### src/rtl/uart_pkg.sv
// Shared UART definitions: frame state encoding and frame geometry.
// Used by both the receiver and the transmitter.
package uart_pkg;

   localparam int DATA_BITS = 8;

   typedef enum logic [1:0] {
      IDLE  = 2'd0,
      START = 2'd1,
      DATA  = 2'd2,
      STOP  = 2'd3
   } uart_state_t;

   // Offset from the start-bit edge to the middle of the start bit.
   function automatic int half_bit(input int clks_per_bit);
      return (clks_per_bit - 1) / 2;
   endfunction

endpackage

### src/rtl/sync_2ff.sv
// Two-flop synchroniser for asynchronous inputs; reset value selectable so
// idle-high lines come out of reset in their idle state.
module sync_2ff #(
   parameter int   WIDTH     = 1,
   parameter logic RESET_VAL = 1'b1
) (
   input  logic             clk,
   input  logic             rst_n,
   input  logic [WIDTH-1:0] d,
   output logic [WIDTH-1:0] q
);

   logic [WIDTH-1:0] meta;

   always_ff @(posedge clk or negedge rst_n) begin
      if (!rst_n) begin
         meta <= {WIDTH{RESET_VAL}};
         q    <= {WIDTH{RESET_VAL}};
      end else begin
         meta <= d;
         q    <= meta;
      end
   end

endmodule

### src/rtl/uart_rx.sv
// 8N1 UART receiver: synchronised input, start-edge detect, mid-bit sampling,
// one-cycle rx_valid / frame_err pulses.
module uart_rx
   import uart_pkg::*;
#(
   parameter int CLKS_PER_BIT = 5208
) (
   input  logic       clk,
   input  logic       rst_n,
   input  logic       rx_serial_in,
   output logic [7:0] rx_data,
   output logic       rx_valid,
   output logic       frame_err,
   output logic       busy
);

   localparam int HALF_BIT = half_bit(CLKS_PER_BIT);
   localparam int CW       = $clog2(CLKS_PER_BIT);

   localparam logic [CW-1:0] HALF_CNT = CW'(HALF_BIT);
   localparam logic [CW-1:0] LAST_CNT = CW'(CLKS_PER_BIT - 1);
   localparam logic [2:0]    LAST_BIT = 3'(DATA_BITS - 1);

   logic              rx_s;
   logic              rx_d;
   logic              fall_edge;
   uart_state_t       state;
   logic [CW-1:0]     clk_count;
   logic [2:0]        bit_idx;
   logic [7:0]        shift_reg;

   sync_2ff #(
      .WIDTH     (1),
      .RESET_VAL (1'b1)
   ) u_sync (
      .clk   (clk),
      .rst_n (rst_n),
      .d     (rx_serial_in),
      .q     (rx_s)
   );

   always_ff @(posedge clk or negedge rst_n) begin
      if (!rst_n) begin
         rx_d <= 1'b1;
      end else begin
         rx_d <= rx_s;
      end
   end

   // Only a genuine high-to-low transition arms reception; a stuck-low line does not.
   assign fall_edge = rx_d & ~rx_s;

   always_ff @(posedge clk or negedge rst_n) begin
      if (!rst_n) begin
         state     <= IDLE;
         clk_count <= '0;
         bit_idx   <= '0;
         shift_reg <= '0;
         rx_data   <= '0;
         rx_valid  <= 1'b0;
         frame_err <= 1'b0;
         busy      <= 1'b0;
      end else begin
         rx_valid  <= 1'b0;
         frame_err <= 1'b0;

         case (state)
            IDLE: begin
               clk_count <= '0;
               bit_idx   <= '0;
               if (fall_edge) begin
                  state <= START;
                  busy  <= 1'b1;
               end
            end

            START: begin
               if (clk_count == HALF_CNT) begin
                  clk_count <= '0;
                  if (!rx_s) begin
                     state <= DATA;
                  end else begin
                     // Line went back high before mid start bit: treat as noise.
                     state <= IDLE;
                     busy  <= 1'b0;
                  end
               end else begin
                  clk_count <= clk_count + 1'b1;
               end
            end

            DATA: begin
               if (clk_count == LAST_CNT) begin
                  clk_count <= '0;
                  shift_reg <= {rx_s, shift_reg[7:1]};
                  bit_idx   <= bit_idx + 1'b1;
                  if (bit_idx == LAST_BIT) begin
                     state <= STOP;
                  end
               end else begin
                  clk_count <= clk_count + 1'b1;
               end
            end

            STOP: begin
               if (clk_count == LAST_CNT) begin
                  clk_count <= '0;
                  state     <= IDLE;
                  busy      <= 1'b0;
                  if (rx_s) begin
                     rx_data  <= shift_reg;
                     rx_valid <= 1'b1;
                  end else begin
                     frame_err <= 1'b1;
                  end
               end else begin
                  clk_count <= clk_count + 1'b1;
               end
            end

            default: begin
               state     <= IDLE;
               clk_count <= '0;
               bit_idx   <= '0;
               busy      <= 1'b0;
            end
         endcase
      end
   end

endmodule

### config.mk
export PLATFORM = sky130hd
export DESIGN_NAME = uart_rx
export DESIGN_NICKNAME = d
export VERILOG_FILES = /design/src/rtl/uart_pkg.sv /design/src/rtl/sync_2ff.sv /design/src/rtl/uart_rx.sv
export SDC_FILE = /design/constraint.sdc
export NUM_CORES = 1
export LEC_CHECK = 0
export CAP_MARGIN = 20
export CORE_MARGIN = 2
export CORE_UTILIZATION = 45
export CTS_BUF_LIST = sky130_fd_sc_hd__clkbuf_8 sky130_fd_sc_hd__clkbuf_16
export DETAILED_ROUTE_END_ITERATION = 10
export PLACE_DENSITY = 0.69
export SLEW_MARGIN = 20
export SYNTH_ARGS = -nofsm -noshare
export SYNTH_HDL_FRONTEND = slang
export SYNTH_SLANG_ARGS = --single-unit
### constraint.sdc
create_clock -name clk -period 2.9 [get_ports clk]
set_input_delay 0.58 -clock clk [delete_from_list [all_inputs] [get_ports clk]]
set_output_delay 0.58 -clock clk [all_outputs]
set_load 0.1 [all_outputs]
-- Word-level counts from Yosys, hierarchy flattened
Index checks and enable logic that the tools add are counted.
- input bits: 3
- word-level logic and storage cells: 59
- register bits: 40
- output and inout port bits: 11
- eq/ne operators: 12
- reduce and logical (&&, ||, !) cells: 9
- add/subtract/negate cells: 2
- bitwise logic cells: 2
- multiplexer cells: 23
- operators by type and width (cell ; number):
    13-bit case mux with 3 select lines ; 1
    13-bit 2-to-1 mux ; 2
    13-bit by 1-bit adder with 13-bit output, second input constant ; 1
    13-bit by 12-bit equality test with 1-bit output, second input constant ; 1
    13-bit equality test, second input constant ; 1
    2-bit 2-to-1 mux ; 6
    1-bit 2-to-1 mux ; 10
    2-bit != test, second input constant ; 5
    5-bit AND reduction ; 2
    2-bit case mux with 4 select lines ; 1
    3-bit case mux with 2 select lines ; 1
    2-bit equality test, second input constant ; 2
    2-bit AND reduction ; 2
    3-bit by 1-bit adder with 3-bit output, second input constant ; 1
    3-bit equality test, second input constant ; 1
    3-bit 2-to-1 mux ; 1
    1-bit case mux with 3 select lines ; 1
    3-bit AND reduction ; 1
    3-bit nonzero test ; 1
    2-bit by 1-bit equality test with 1-bit output, second input constant ; 1
    2-bit zero test ; 1
    2-bit by 1-bit != test with 1-bit output, second input constant ; 1
    2-bit nonzero test ; 1
    2-bit OR reduction ; 1
    2 further kinds ; 2

-- Logic depth before layout (Yosys ltp)
Gate-level depths: netlist of run 1.
- word-level depth: 4
- depth in mapped cells: 7
- mapped depth without buffers: 5

-- Modules after synthesis
A second synthesis of run 1 with hierarchy kept.
- cells, all modules: 149
- area, all modules: 1856.8 µm²
- by module, submodules not included (module ; cells each ; seq. area each (µm²) ; instances ; area each (µm²)):
    uart_rx ; 147 ; 952.2 ; 1 ; 1804.2
    sync_2ff ; 2 ; 52.6 ; 1 ; 52.6

-- Least setup slack after synthesis of run 1
OpenSTA, ideal clock, no wires.
- kind: register -> register
- from: register clk_count[0]
- to: register shift_reg[0]
- data arrival time: 1.594 ns
- buffers on the path: 2
- required time: 2.775 ns
- setup time: 0.125 ns
- slack: 1.181 ns
- period minus slack after synthesis: 1.719 ns
- stages on the path, launching flop included: 8
- cell sequence: dfrtp_1 ha_1 and4_1 buf_6 and3_1 buf_6 nand2_8 mux2_4
- longest elaborated chain between the ends: 2
- ends and longest elaborated chain (item ; line ; text):
    from (decl) ; uart_rx.sv:28 ; logic [CW-1:0] clk_count;
    from (signal assigned) ; uart_rx.sv:88 ; clk_count <= clk_count + 1'b1;
    from (signal assigned) ; uart_rx.sv:101 ; clk_count <= clk_count + 1'b1;
    from (signal assigned) ; uart_rx.sv:117 ; clk_count <= clk_count + 1'b1;
    13-bit equality test ; uart_rx.sv:93 ; if (clk_count == LAST_CNT) begin
    2-bit AND reduction (no source line) ; - ;
    to (signal assigned) ; uart_rx.sv:95 ; shift_reg <= {rx_s, shift_reg[7:1]};
    to (decl) ; uart_rx.sv:30 ; logic [7:0] shift_reg;
No other way between the ends.
A chain may end at the register's enable or synchronous reset.

-- Worst setup path in the final report of run 1
- from: register clk_count[0]
- to: register clk_count[6]
- longest elaborated chain between the ends: 3
- elaborated cells on any way between the ends: 6
- classes of those cells: 1 x add/sub; 2 x eq/ne; 3 x mux
- ends and longest elaborated chain (item ; line ; text):
    13-bit by 1-bit adder with 13-bit output (tied with other cells) ; uart_rx.sv:88, uart_rx.sv:101, uart_rx.sv:117 ;
    13-bit 2-to-1 mux, on equally long branches ; uart_rx.sv:93, uart_rx.sv:106, uart_rx.sv:78 ;
    13-bit case mux with 3 select lines (*) ; uart_rx.sv:67 ; case (state)
Mark *: on every way between the ends. The rest lies on a longest branch, timed or not.

==> results of run 1 <==
[Yosys cell counts (3+ instances only)]
cell	count	share of area
sky130_fd_sc_hd__dfrtp_1	37	0.49
sky130_fd_sc_hd__nand2_1	8	0.016
sky130_fd_sc_hd__xor2_1	6	0.028
sky130_fd_sc_hd__xnor2_1	5	0.023
sky130_fd_sc_hd__buf_6	5	0.030
sky130_fd_sc_hd__nand4_1	5	0.017
sky130_fd_sc_hd__ha_1	3	0.020
sky130_fd_sc_hd__mux2_1	8	0.048
sky130_fd_sc_hd__nor3_1	3	0.0080
sky130_fd_sc_hd__mux2_4	8	0.064
sky130_fd_sc_hd__dfstp_2	3	0.042
sky130_fd_sc_hd__nor2_1	15	0.030
sky130_fd_sc_hd__nand3_1	15	0.040
[area by class of cell]
class / instances / area (um2)
multi-input cells: 99 / 808
flip-flops and latches: 40 / 1000
repair buffers: 13 / 97.6
well taps: 50 / 62.6
clock inverters: 2 / 10.0
fillers: 331 / 1930
clock buffers: 6 / 82.6
[critical path, delay by kind of cell (launching register included)]
kind            cells  cell delay, ns
fa+ha+maj           1            0.25
compound gates      1            0.53
simple gates        3            0.68
flops               1            0.37
[power by group]
part | switching (mW) | internal, mW | total [mW]
Combinational | 0.0764 | 0.0534 | 0.130
Clock | 0.177 | 0.190 | 0.367
Sequential | 0.0499 | 0.599 | 0.649
[final timing paths]
check,start,to,slack (ns)
setup / recovery,clk_count[0],clk_count[6],0.92
hold / removal,u_sync.meta,u_sync.q,0.36
setup reg to reg,clk_count[0],clk_count[6],0.92
hold reg to reg,u_sync.meta,u_sync.q,0.36
max in group asynchronous,rst_n,clk_count[2],1.96
min in group asynchronous,rst_n,rx_data[1],0.41
[kinds of logic after synthesis]
kind of cell | share of synthesized area
simple gates | 0.223
mux | 0.112
compound gates | 0.0240
fa+ha+maj | 0.0200
buf+inv | 0.0340
flops | 0.535
xor+xnor | 0.0513
[per-layer routing]
layer / global-route usage / vias to the layer above / wire length (um)
met2: 0.244 / 18 / 1460
met4: 0.0475 / 0 / 29
met3: 0.0390 / 4 / 105
met1: 0.194 / 553 / 1360
li1: - / 540 / -
met5: 0 / - / 0
==> run summary, run 1 <==
The run finished with clean final reports. Leaving out fill and tap cells, the most frequent cell in the layout is sky130_fd_sc_hd__dfrtp_1. STA puts the critical path data required time at 3.04 ns. Across all setup checks in the final design, the least slack found is 0.916 ns. The count of non-filler cells in the finished layout is 210. Input and output buffers added on the ports amount to 13. Highest cell delay on the worst timing path: 0.53 ns. The logs give 4000 um2 for the core footprint and 0 for the count of max-cap constraint violations. The number of hold violations in the final report was 0. The length of the first detailed-routing pass in iterations is 4. The floorplan step defined a die boundary enclosing 4700 um2. The number of synthesized flops with an enable pin came out at 0. The final antenna-violating net count is 0. The clock skew was 0.00801 ns. In the final routed layout, each cell accounts on average for 14.1 um. The per-cell via count in the routed design was 5.31; the antenna diode count was 0. The critical path is of the flip-flop to flip-flop type.

The tools report the effective utilization at floorplan as 0.469. The minimum clock period is 1.98 ns, and the largest voltage drop on the vdd net is 0.401 mV. Summing all placed instances gives a cell area of 1970 um2.

After clock tree synthesis, the clock-pin slew on the worst setup and hold paths is 0.07 ns. Static timing analysis puts the maximum clock frequency at 0.504 GHz. STA puts the critical path data arrival time at 2.12 ns. The top-level port count is 14, and the leakage power summed over all cells is 0.997 nW. The relative max-transition margin was 0.429; the maximum net fanout on the critical path was 13. The run gives 1150 as the number of global-route vias before repair. CTS built an H-tree with a depth of 2. The net count after synthesis is 151. The CTS buffer count was 5. The run gives 34 as the number of distinct library cell variants in the gate-level netlist after synthesis. The tools report the launching element type of the critical path as a flip-flop.

The mapped netlist covers 1880 um2. The count of clock tree sinks is 40. In this run, synthesis produced a sequential element count of 40.

The async set-or-reset flop fraction in the synthesized netlist was 1.00. For the worst flop-to-flop path, the logic depth is 5. The mean post-synth cell area is 12.9 um2, and the detailed-route wire length is 2960 um. The logs give 0 for the post-route DRC violation count and 2040 um for the half-perimeter wire length after placement. The number of antenna violations at the first check in global routing is 0. In this run the power density over the cells is 555 nW/um2. The top cell types in the final layout, fill and taps aside, are 37 x sky130_fd_sc_hd__dfrtp_1, 15 x sky130_fd_sc_hd__nor2_1, 15 x sky130_fd_sc_hd__nand3_1.

The utilization after layout was 0.516. Entering global routing, the biggest net connects 41 pins. Hold is met by 0.357 ns.

For the pin with the worst max-slew slack, the measured transition is 0.856 ns. The cell area after layout was 2070 um2. Worst min-delay path category: flip-flop to flip-flop. The tools report the count of hold-fix buffers inserted at cts as 0. The run gives 145 as the synthesized instance count. STA classifies the critical path endpoint as a flip-flop.

For the number of cell rows, the log shows 23. The post-synthesis sequential area ratio was 0.535; the violation count after the first detailed-routing iteration was 47. The tools report the total count of max-transition violations in the final report as 0.

In the synthesized netlist the dominant register cell turns out to be sky130_fd_sc_hd__dfrtp_1. The final layout contains 165 nets. Walking the worst path, the cells encountered are ha_1 > and4_1 > nand3_4 > a22oi_2 > nor2_1. After global routing the overflow that remains totals 0.

The root cell of the clock tree is sky130_fd_sc_hd__clkbuf_8. The worst-skew pair later-pin latency is 0.28 ns, and the signed area change from the synthesized netlist to the final layout is 10.1%. The register with the most flip-flops in the layout has 13 of them. The count of final setup violators was 0; the aggregate global-route resource usage was 0.150. The die boundary width was 68.6 um.

The master of the slowest instance on the critical path is sky130_fd_sc_hd__a22oi_2. The fraction of the cycle the final worst path needs was 0.684. Across all layers, the routed design uses 1115 vias.

Prior to clock tree synthesis, the placed netlist has a worst setup slack of 0.966 ns. For the post-route setup TNS, the log shows 0 ns. Along the worst hold path, the cell count comes to 0.

For this run, the number of Yosys warnings is 0. The fraction of final layout cells sized beyond drive strength 1 is 0.250. TritonCTS built the clock tree. From bottom edge to top edge, the die measures 68.6 um.

The wire length of the first global-routing pass is 5240 um. The total setup buffers inserted after CTS was 0; the overall power was 1.15 mW. The run gives 2 as the buffer depth of the longest clock path. Setup repair after global routing left no endpoint under its margin. Once placement completed, the tool counted placed cells totaling 202. The logs give 0 for the number of resized instances in the post-cts repair step and 0.734 for the routability congestion estimate.
No activity file was read; power rests on OpenSTA's default activity.
==> run 2: changes to the inputs <==
--- a/config.mk
+++ b/config.mk
@@ -10,7 +10,7 @@
 export CORE_UTILIZATION = 45
 export CTS_BUF_LIST = sky130_fd_sc_hd__clkbuf_8 sky130_fd_sc_hd__clkbuf_16
 export DETAILED_ROUTE_END_ITERATION = 10
-export PLACE_DENSITY = 0.69
+export PLACE_DENSITY = 0.71
 export SLEW_MARGIN = 20
 export SYNTH_ARGS = -nofsm -noshare
 export SYNTH_HDL_FRONTEND = slang
==> constraint.sdc (replaced) <==
create_clock -name clk -period 1.7 [get_ports clk]
set_input_delay 0.34 -clock clk [delete_from_list [all_inputs] [get_ports clk]]
set_output_delay 0.34 -clock clk [all_outputs]
set_load 0.1 [all_outputs]
==> run 2 against run 1 <==
Die area is the same; wire length grew 11%; clock-buffer cell count unchanged; first-iteration DRC count increased by 110%; flip-flop and latch count did not move; design area is 13% higher; non-clock buffer count is 15 higher; register-to-register slack got worse by 0.83 ns; sequential power increased by 69%; via count up 8.3%; setup slack worse by 0.83 ns; global-route usage up 1.7 points; critical path type unchanged.
==> run summary, run 2 (synthesis gave the netlist of run 1 again) <==
The count of final setup violators came out at 0. The register with the most flip-flops in the layout has 13 of them. The worst setup path is captured at a flip-flop.

The run gives 2340 um2 as the cell area after layout. The floorplan step defined a die boundary enclosing 4700 um2. The maximum net fanout on the critical path is 8, and the leakage power summed over all cells is 1.11 nW. After clock tree synthesis, the setup repair step added 0 buffers.

Counting along the longest clock path gives a buffer depth of 2. The relative contribution of sequential cells to total power is 0.535. The run finished with clean final reports. The worst-case setup slack after placement came out at 0.0115 ns. TritonCTS built the clock tree.

The run gives 1230 as the number of global-route vias before repair. The count of nets left with antenna violations once routing finished came out at 0. Clock skew: 0.00947 ns.

The die boundary width was 68.6 um. The worst hold path begins at u_sync.meta. The H-tree depth came out at 2. The run gives 1208 as the total via count in the routed design. Total count of max-transition violations in the final report: 0.

The library cell used most frequently in the layout, excluding fill and tap cells, is sky130_fd_sc_hd__dfrtp_1. The utilization after layout came out at 0.584. In the layout the commonest cells are 37 x sky130_fd_sc_hd__dfrtp_1, 15 x sky130_fd_sc_hd__nor2_1, 15 x sky130_fd_sc_hd__nand3_1. In this run, CTS created clock tree buffers numbering 5. Entering global routing, the biggest net connects 15 pins. Based on the critical path, the design can be clocked at up to 0.619 GHz. The path class of the tightest hold or removal check is flip-flop to flip-flop.

Setup repair after global routing left no endpoint under its margin. For this design the top-level I/O count stands at 14. The run gives 0.0844 ns as the post-route worst setup slack. Count of clock tree sinks: 40. In this run the worst setup path begins at clk_count[0].

The fraction of power spent switching nets works out to 0.270. The first global-routing pass estimated 5610 um of wire. For the fraction of power consumed by the clock network, the log shows 0.311. Dividing total power by cell area gives a power density of 877 nW/um2. Across all register-to-register paths, the minimum setup slack is 0.08 ns. Required time of the critical path: 1.88 ns. Clock latency on the worst-skew pair, taken at its later pin, is 0.29 ns. The minimum clock period is 1.62 ns. The fraction of final layout cells sized beyond drive strength 1 is 0.343, and the fraction of the cycle the final worst path needs is 0.950. The aggregate global-route resource usage is 0.167.

0 antenna diodes ended up in the layout. In this run the core area contains 23 standard-cell rows. For the number of antenna violations at the first check in global routing, the log shows 0. The net count of the finished layout is 180.

The tools report the half-perimeter wire length after placement as 2490 um. The endpoint identified for the worst register-to-register timing path is shift_reg[3]. The actual transition at the worst max-transition pin works out to 0.357 ns. Once placement finished, the instance area stood at 2220 um2. In the routed design, unresolved DRC markers number 0. The tools report the launching element type of the critical path as a flip-flop.

Die extent in y: 68.6 um. The startpoint identified for the worst register-to-register timing path is clk_count[0]. Compared with the post-synthesis result, the final layout area differs by 24.5%.

The logs give 0.553 mW for the switching component of the power and 0.469 for the effective utilization at floorplan. The routed wire length per instance was 14.6 um. For the relative max-transition margin, the log shows 0.762. The first detailed-routing pass ran for 4 iterations. The core footprint was 4000 um2. After the first detailed-routing iteration, the DRC count stood at 99.

The length in cells of the worst reg-to-reg path was 5. Critical path class: flip-flop to flip-flop. The number of hold violations in the final report was 0.

Following the worst setup path forward leads to its endpoint at shift_reg[3]. The clock-pin transition on the worst setup and hold timing paths is 0.07 ns, and the per-cell via count in the routed design is 5.37. The arrival time of the worst setup path is 1.79 ns, and the number of buffers inserted by port buffering is 13. The tool flagged a number of max-cap violations equal to 0. The total overflow reported by the global router was 0. At the end of routability-driven placement, the weighted congestion stood at 0.823.

The detailed-route wire length was 3290 um; the post-route setup TNS was 0 ns. Across the VDD grid, the largest voltage drop is 0.512 mV. Cell internal power was estimated by the tool at 1.50 mW. For the relative contribution of combinational cells to total power, the log shows 0.154.

The tree is rooted in a sky130_fd_sc_hd__clkbuf_8.
[run 2: layout make-up]
class / count / area, um2
Clock buffer: 6 / 82.6
Fill cell: 323 / 1660
Sequential cell: 40 / 1000
Tap cell: 50 / 62.6
Multi-Input combinational cell: 99 / 826
Clock inverter: 2 / 10.0
Timing Repair Buffer: 28 / 350
[run 2: timing repair]
item                                    in CTS  in global routing
resized for setup                            1                  4
cloned                                       0                  0
hold buffers                                 1                  0
endpoints found under the hold margin       12                  0
endpoints found under the setup margin       5                 29
pin swaps                                    0                  1
[run 2: worst min path at each step]
stage,endpoint,slack [ns],depth (start not counted)
2_1_floorplan,async pin,0.04,0
6_report,u_sync.q,0.36,0
3_3_place_gp,rx_data[1],0.23,1
4_1_cts,u_sync.q,0.36,0
3_5_place_dp,rx_data[0],0.24,1
5_1_grt,u_sync.q,0.37,0
[run 2: stage by stage]
| step | std cells | total power, mW | hold WS [ns] |
|---|---|---|---|
| after detailed placement | 216 | 1.42 | 0.238 |
| after floorplan | 145 | 1.29 | 0.0444 |
| final | 225 | 2.05 | 0.358 |
| after global routing | 225 | 2.16 | 0.366 |
| after CTS | 225 | 2.06 | 0.360 |
| after global placement | 216 | 1.41 | 0.235 |
[run 2: layer usage]
layer	GRT usage	routed length, um	vias up
met2	0.262	1650	33
met4	0.105	66	0
li1	-	-	572
met1	0.204	1430	596
met5	0	0	-
met3	0.0438	139	7
[run 2: critical path, stage by stage, from the launching register on]
cell	delay (ns)
sky130_fd_sc_hd__dfrtp_1	0.37
sky130_fd_sc_hd__ha_2	0.19
sky130_fd_sc_hd__and4_2	0.27
sky130_fd_sc_hd__and3_2	0.26
sky130_fd_sc_hd__nand2_8	0.10
sky130_fd_sc_hd__mux2_4	0.30
[run 2: power by group through the flow]
stage,logic [mW],clock network (mW),registers (mW)
detailed placement,0.310,0,1.11
floorplan,0.163,0,1.13
global route,0.356,0.698,1.10
finish,0.315,0.638,1.10
global placement,0.300,0,1.11
CTS,0.316,0.654,1.09
==> edit 1: new RTL, flow settings as in run 2 <==
Change the parameter `CLKS_PER_BIT` from 5208 to 20832.
--- a/src/rtl/uart_rx.sv
+++ b/src/rtl/uart_rx.sv
@@ -3,7 +3,7 @@
 module uart_rx
    import uart_pkg::*;
 #(
-   parameter int CLKS_PER_BIT = 5208
+   parameter int CLKS_PER_BIT = 20832
 ) (
    input  logic       clk,
    input  logic       rst_n,
Behaviour: no difference found for any inputs over 10 cycles, from zero or initial values and one cycle with rst_n low; that may be too few to reach the edited logic, so the function may still have changed.
==> edit 1 against run 2 <==
  * Critical path type unchanged
  * Sequential cell count up 2
  * Synthesized area increased by 0.47%
  * The flow now finishes with violations (negative setup slack)
  * Critical endpoint is now shift_reg[0]$_DFFE_PN0P_
  * Synthesized cell count grew 5.5%
  * First-iteration DRC count shrank 54%
  * Worst hold slack worse by 0.32 ns
  * Setup slack lost 0.11 ns
  * Cell area is 9.1% higher
  * Highest routed layer unchanged
  * Wire length is 19% higher
  * Non-clock buffer count rose by 8
Power is not compared: it rests on default switching activity, and its combinational part moved more than twofold at a synthesized area within 25%.
==> edit 1: results (changes against run 2) <==
* Dpl hpwl at 2830 µm (+14%)
* Worst min path class: in -> async
* Overall global routing resource usage at 20.2% (+3.5 points)
* GPL Wtd Cong at 0.921 (+12%)
* Setup violations, final at 10 (+10)
* Commonest cells in the synthesized netlist: dfrtp_1 (39), mux2_2 (19), nor2_1 (19)
* Largest net degree at the start of global routing at 28 (+13)
* Worst setup margin at -0.0300 ns (-0.114 ns)
* Launch point of the worst reg-to-reg path: clk_count[1]$_DFF_PN0_
* First-pass GRT wire length at 6860 µm (+22%)
* Reg2reg end: shift_reg[0]$_DFFE_PN0P_
* Vias at 1331 (+10%)
* Share of layout cells above drive strength 1 at 39.7% (+5.4 points)
* Final std cells w/o fill at 244 (+8.4%)
* Cts repair resizes at 12 (+11)
* Hold slack final at 0.0408 ns (-0.317 ns)
* Synth top area cells: dfrtp_1 (52%), mux2_2 (11%), dfstp_2 (4.2%)
* Number of DRC markers in iteration 0 at 46 (-54%)
* Worst rel slew slack at 59.5% (-17 points)
* Failing checks: negative setup slack
* Mux contribution to synthesized area at 11.9% (+0.68 points)
* Layout Skew at 0.00768 ns (-0.00179 ns)
* Critical Path AT at 1.92 ns (+0.13 ns)
* Syn_nets at 159 (+5.3%)
* NumNets Final at 199 (+11%)
* Setup TNS at -0.213 ns (-0.213 ns)
* R2R depth at 6 (+1)
* Dpl ws at -0.0752 ns (-0.0867 ns)
* Post-Synth XOR/XNOR Area at 5.11% (-0.024 points)
* Syn Std Cell Area at 0.00189 mm² (+0.47%)
* Status: finished with violations
edit 1: final cells by class:
type | instances | area [µm²]
Timing Repair Buffer | 36 | 428
Multi-Input combinational cell | 105 | 855
Clock inverter | 3 | 68.8
Inverter | 3 | 11.3
Clock buffer | 5 | 68.8
Tap cell | 50 | 62.6
Fill cell | 310 | 1480
Sequential cell | 42 | 1050
edit 1: metal layers:
metal | wire, µm | up-vias | global-route usage [%] | share of wire, %
li1 | - | 623 | - | -
met1 | 1590 | 674 | 23.9 | 41
met2 | 2120 | 29 | 35.8 | 54
met3 | 162 | 5 | 5.52 | 4.1
met4 | 46 | 0 | 5.88 | 1.2
met5 | 0 | - | 0 | 0
edit 1: kinds of logic after synthesis:
group / Yosys count
adders and majority gates: 3
DFF: 42
buffers and inverters: 6
AOI/OAI and AO/OA: 12
muxes: 20
xor gates and xnor gates: 11
and+or+nand+nor: 59
==> edit 2: new RTL, flow settings as in run 2 <==
Made on the original files. Add an input register stage for `rx_serial_in`, without a reset; this delays it by one clock.
--- a/src/rtl/uart_rx.sv
+++ b/src/rtl/uart_rx.sv
@@ -21,6 +21,12 @@
    localparam logic [CW-1:0] LAST_CNT = CW'(CLKS_PER_BIT - 1);
    localparam logic [2:0]    LAST_BIT = 3'(DATA_BITS - 1);
 
+   logic rx_serial_q;
+
+   always_ff @(posedge clk) begin
+      rx_serial_q <= rx_serial_in;
+   end
+
    logic              rx_s;
    logic              rx_d;
    logic              fall_edge;
@@ -35,7 +41,7 @@
    ) u_sync (
       .clk   (clk),
       .rst_n (rst_n),
-      .d     (rx_serial_in),
+      .d     (rx_serial_q),
       .q     (rx_s)
    );
 
Check against the original RTL: not equivalent (Yosys sat finds a counterexample within 4 cycles, from zero or initial values and one cycle with rst_n low).
==> edit 2 against run 2 <==
  * Synthesized area grew 1.1%
  * Sequential cell count grew 1
  * Setup slack worse by 0.014 ns
  * Core utilization increased by 0.89 points
  * Fmax down 0.88%
  * Wire length is 2.2% higher
  * Critical endpoint is now rx_data[5]$_DFFE_PN0P_
  * Largest power group unchanged
  * Cell area rose by 2.2%
  * Non-clock buffer count unchanged
  * Power rose by 9.0%
==> edit 2: results (changes against run 2) <==
* Status: complete, no violations
* Sequential fraction of the synthesis area at 54.0% (+0.49 points)
* Worst-path fanout max at 5 (-3)
* Synth Area in Compound Gates at 2.37% (-0.025 points)
* Worst rel slew slack at 71.0% (-5.2 points)
* Post-DP Area at 0.00224 mm² (+1.1%)
* Worst hold start: rx_serial_q$_DFF_P_
* Reg2reg end: rx_data[5]$_DFFE_PN0P_
* Fraction of registers with async set/reset at 97.6% (-2.4 points)
* WL met2 at 1710 µm (+3.8%)
* Drt first pass iters at 5 (+1)
* Routed length on met1 at 1420 µm (-0.91%)
* Mux contribution to synthesized area at 11.1% (-0.12 points)
* Synth unique cells at 35 (+2.9%)
* Post-Synth XOR/XNOR Area at 5.08% (-0.054 points)
* Vias in the first global route at 1280 (+4.1%)
* First-pass GRT wire length at 5840 µm (+4.1%)
* Total leakage power at 1.13 nW (+1.7%)
* GPL Wtd Cong at 0.856 (+4.0%)
* Vias per cell at 5.31 (-1.1%)
* Largest net degree at the start of global routing at 24 (+9)
* GRT met1 Usage at 19.8% (-0.61 points)
* Met3 usage at 4.55% (+0.16 points)
* Number of DRC markers in iteration 0 at 108 (+9.1%)
* Dpl hpwl at 2440 µm (-2.0%)
* Hold Path End: u_sync.meta$_DFF_PN1_
* Layout Skew at 0.00284 ns (-0.00663 ns)
* NumNets Final at 182 (+1.1%)
* Final std cells w/o fill at 227 (+0.89%)
* Dpl ws at 0.00324 ns (-0.00829 ns)
* Syn_nets at 152 (+0.66%)
* Hold slack final at 0.304 ns (-0.0543 ns)
* Worst setup margin at 0.0701 ns (-0.0143 ns)
-- edit 2: changes by cell type after synthesis, sizes merged --
cell / run 2 / this run
dfxtp: 0 / 1
-- edit 2: where the power goes --
part / switching [W] / leakage, nW / total (W) / internal, W
Sequential: 0.0000812 / 0.542 / 0.00113 / 0.00105
Combinational: 0.000175 / 0.526 / 0.000350 / 0.000176
Clock: 0.000322 / 0.0593 / 0.000752 / 0.000429
Total: 0.000578 / 1.13 / 0.00223 / 0.00166
-- edit 2: timing repair --
| action | in CTS | in global routing |
|---|---|---|
| gates resized for setup | 1 | 2 |
| hold buffers | 1 | 0 |
| hold endpoints to repair | 16 | 0 |
| pin swaps | 0 | 1 |
| setup endpoints to repair | 2 | 29 |
| setup buffers | 0 | 1 |
| cloned | 0 | 1 |
-- edit 2: cell type report --
class	instances	area [µm²]
multi-input cells	100	831
well taps	50	62.6
clock inverters	3	38.8
clock buffers	5	68.8
flip-flops and latches	41	1020
fillers	327	1640
repair buffers	28	363
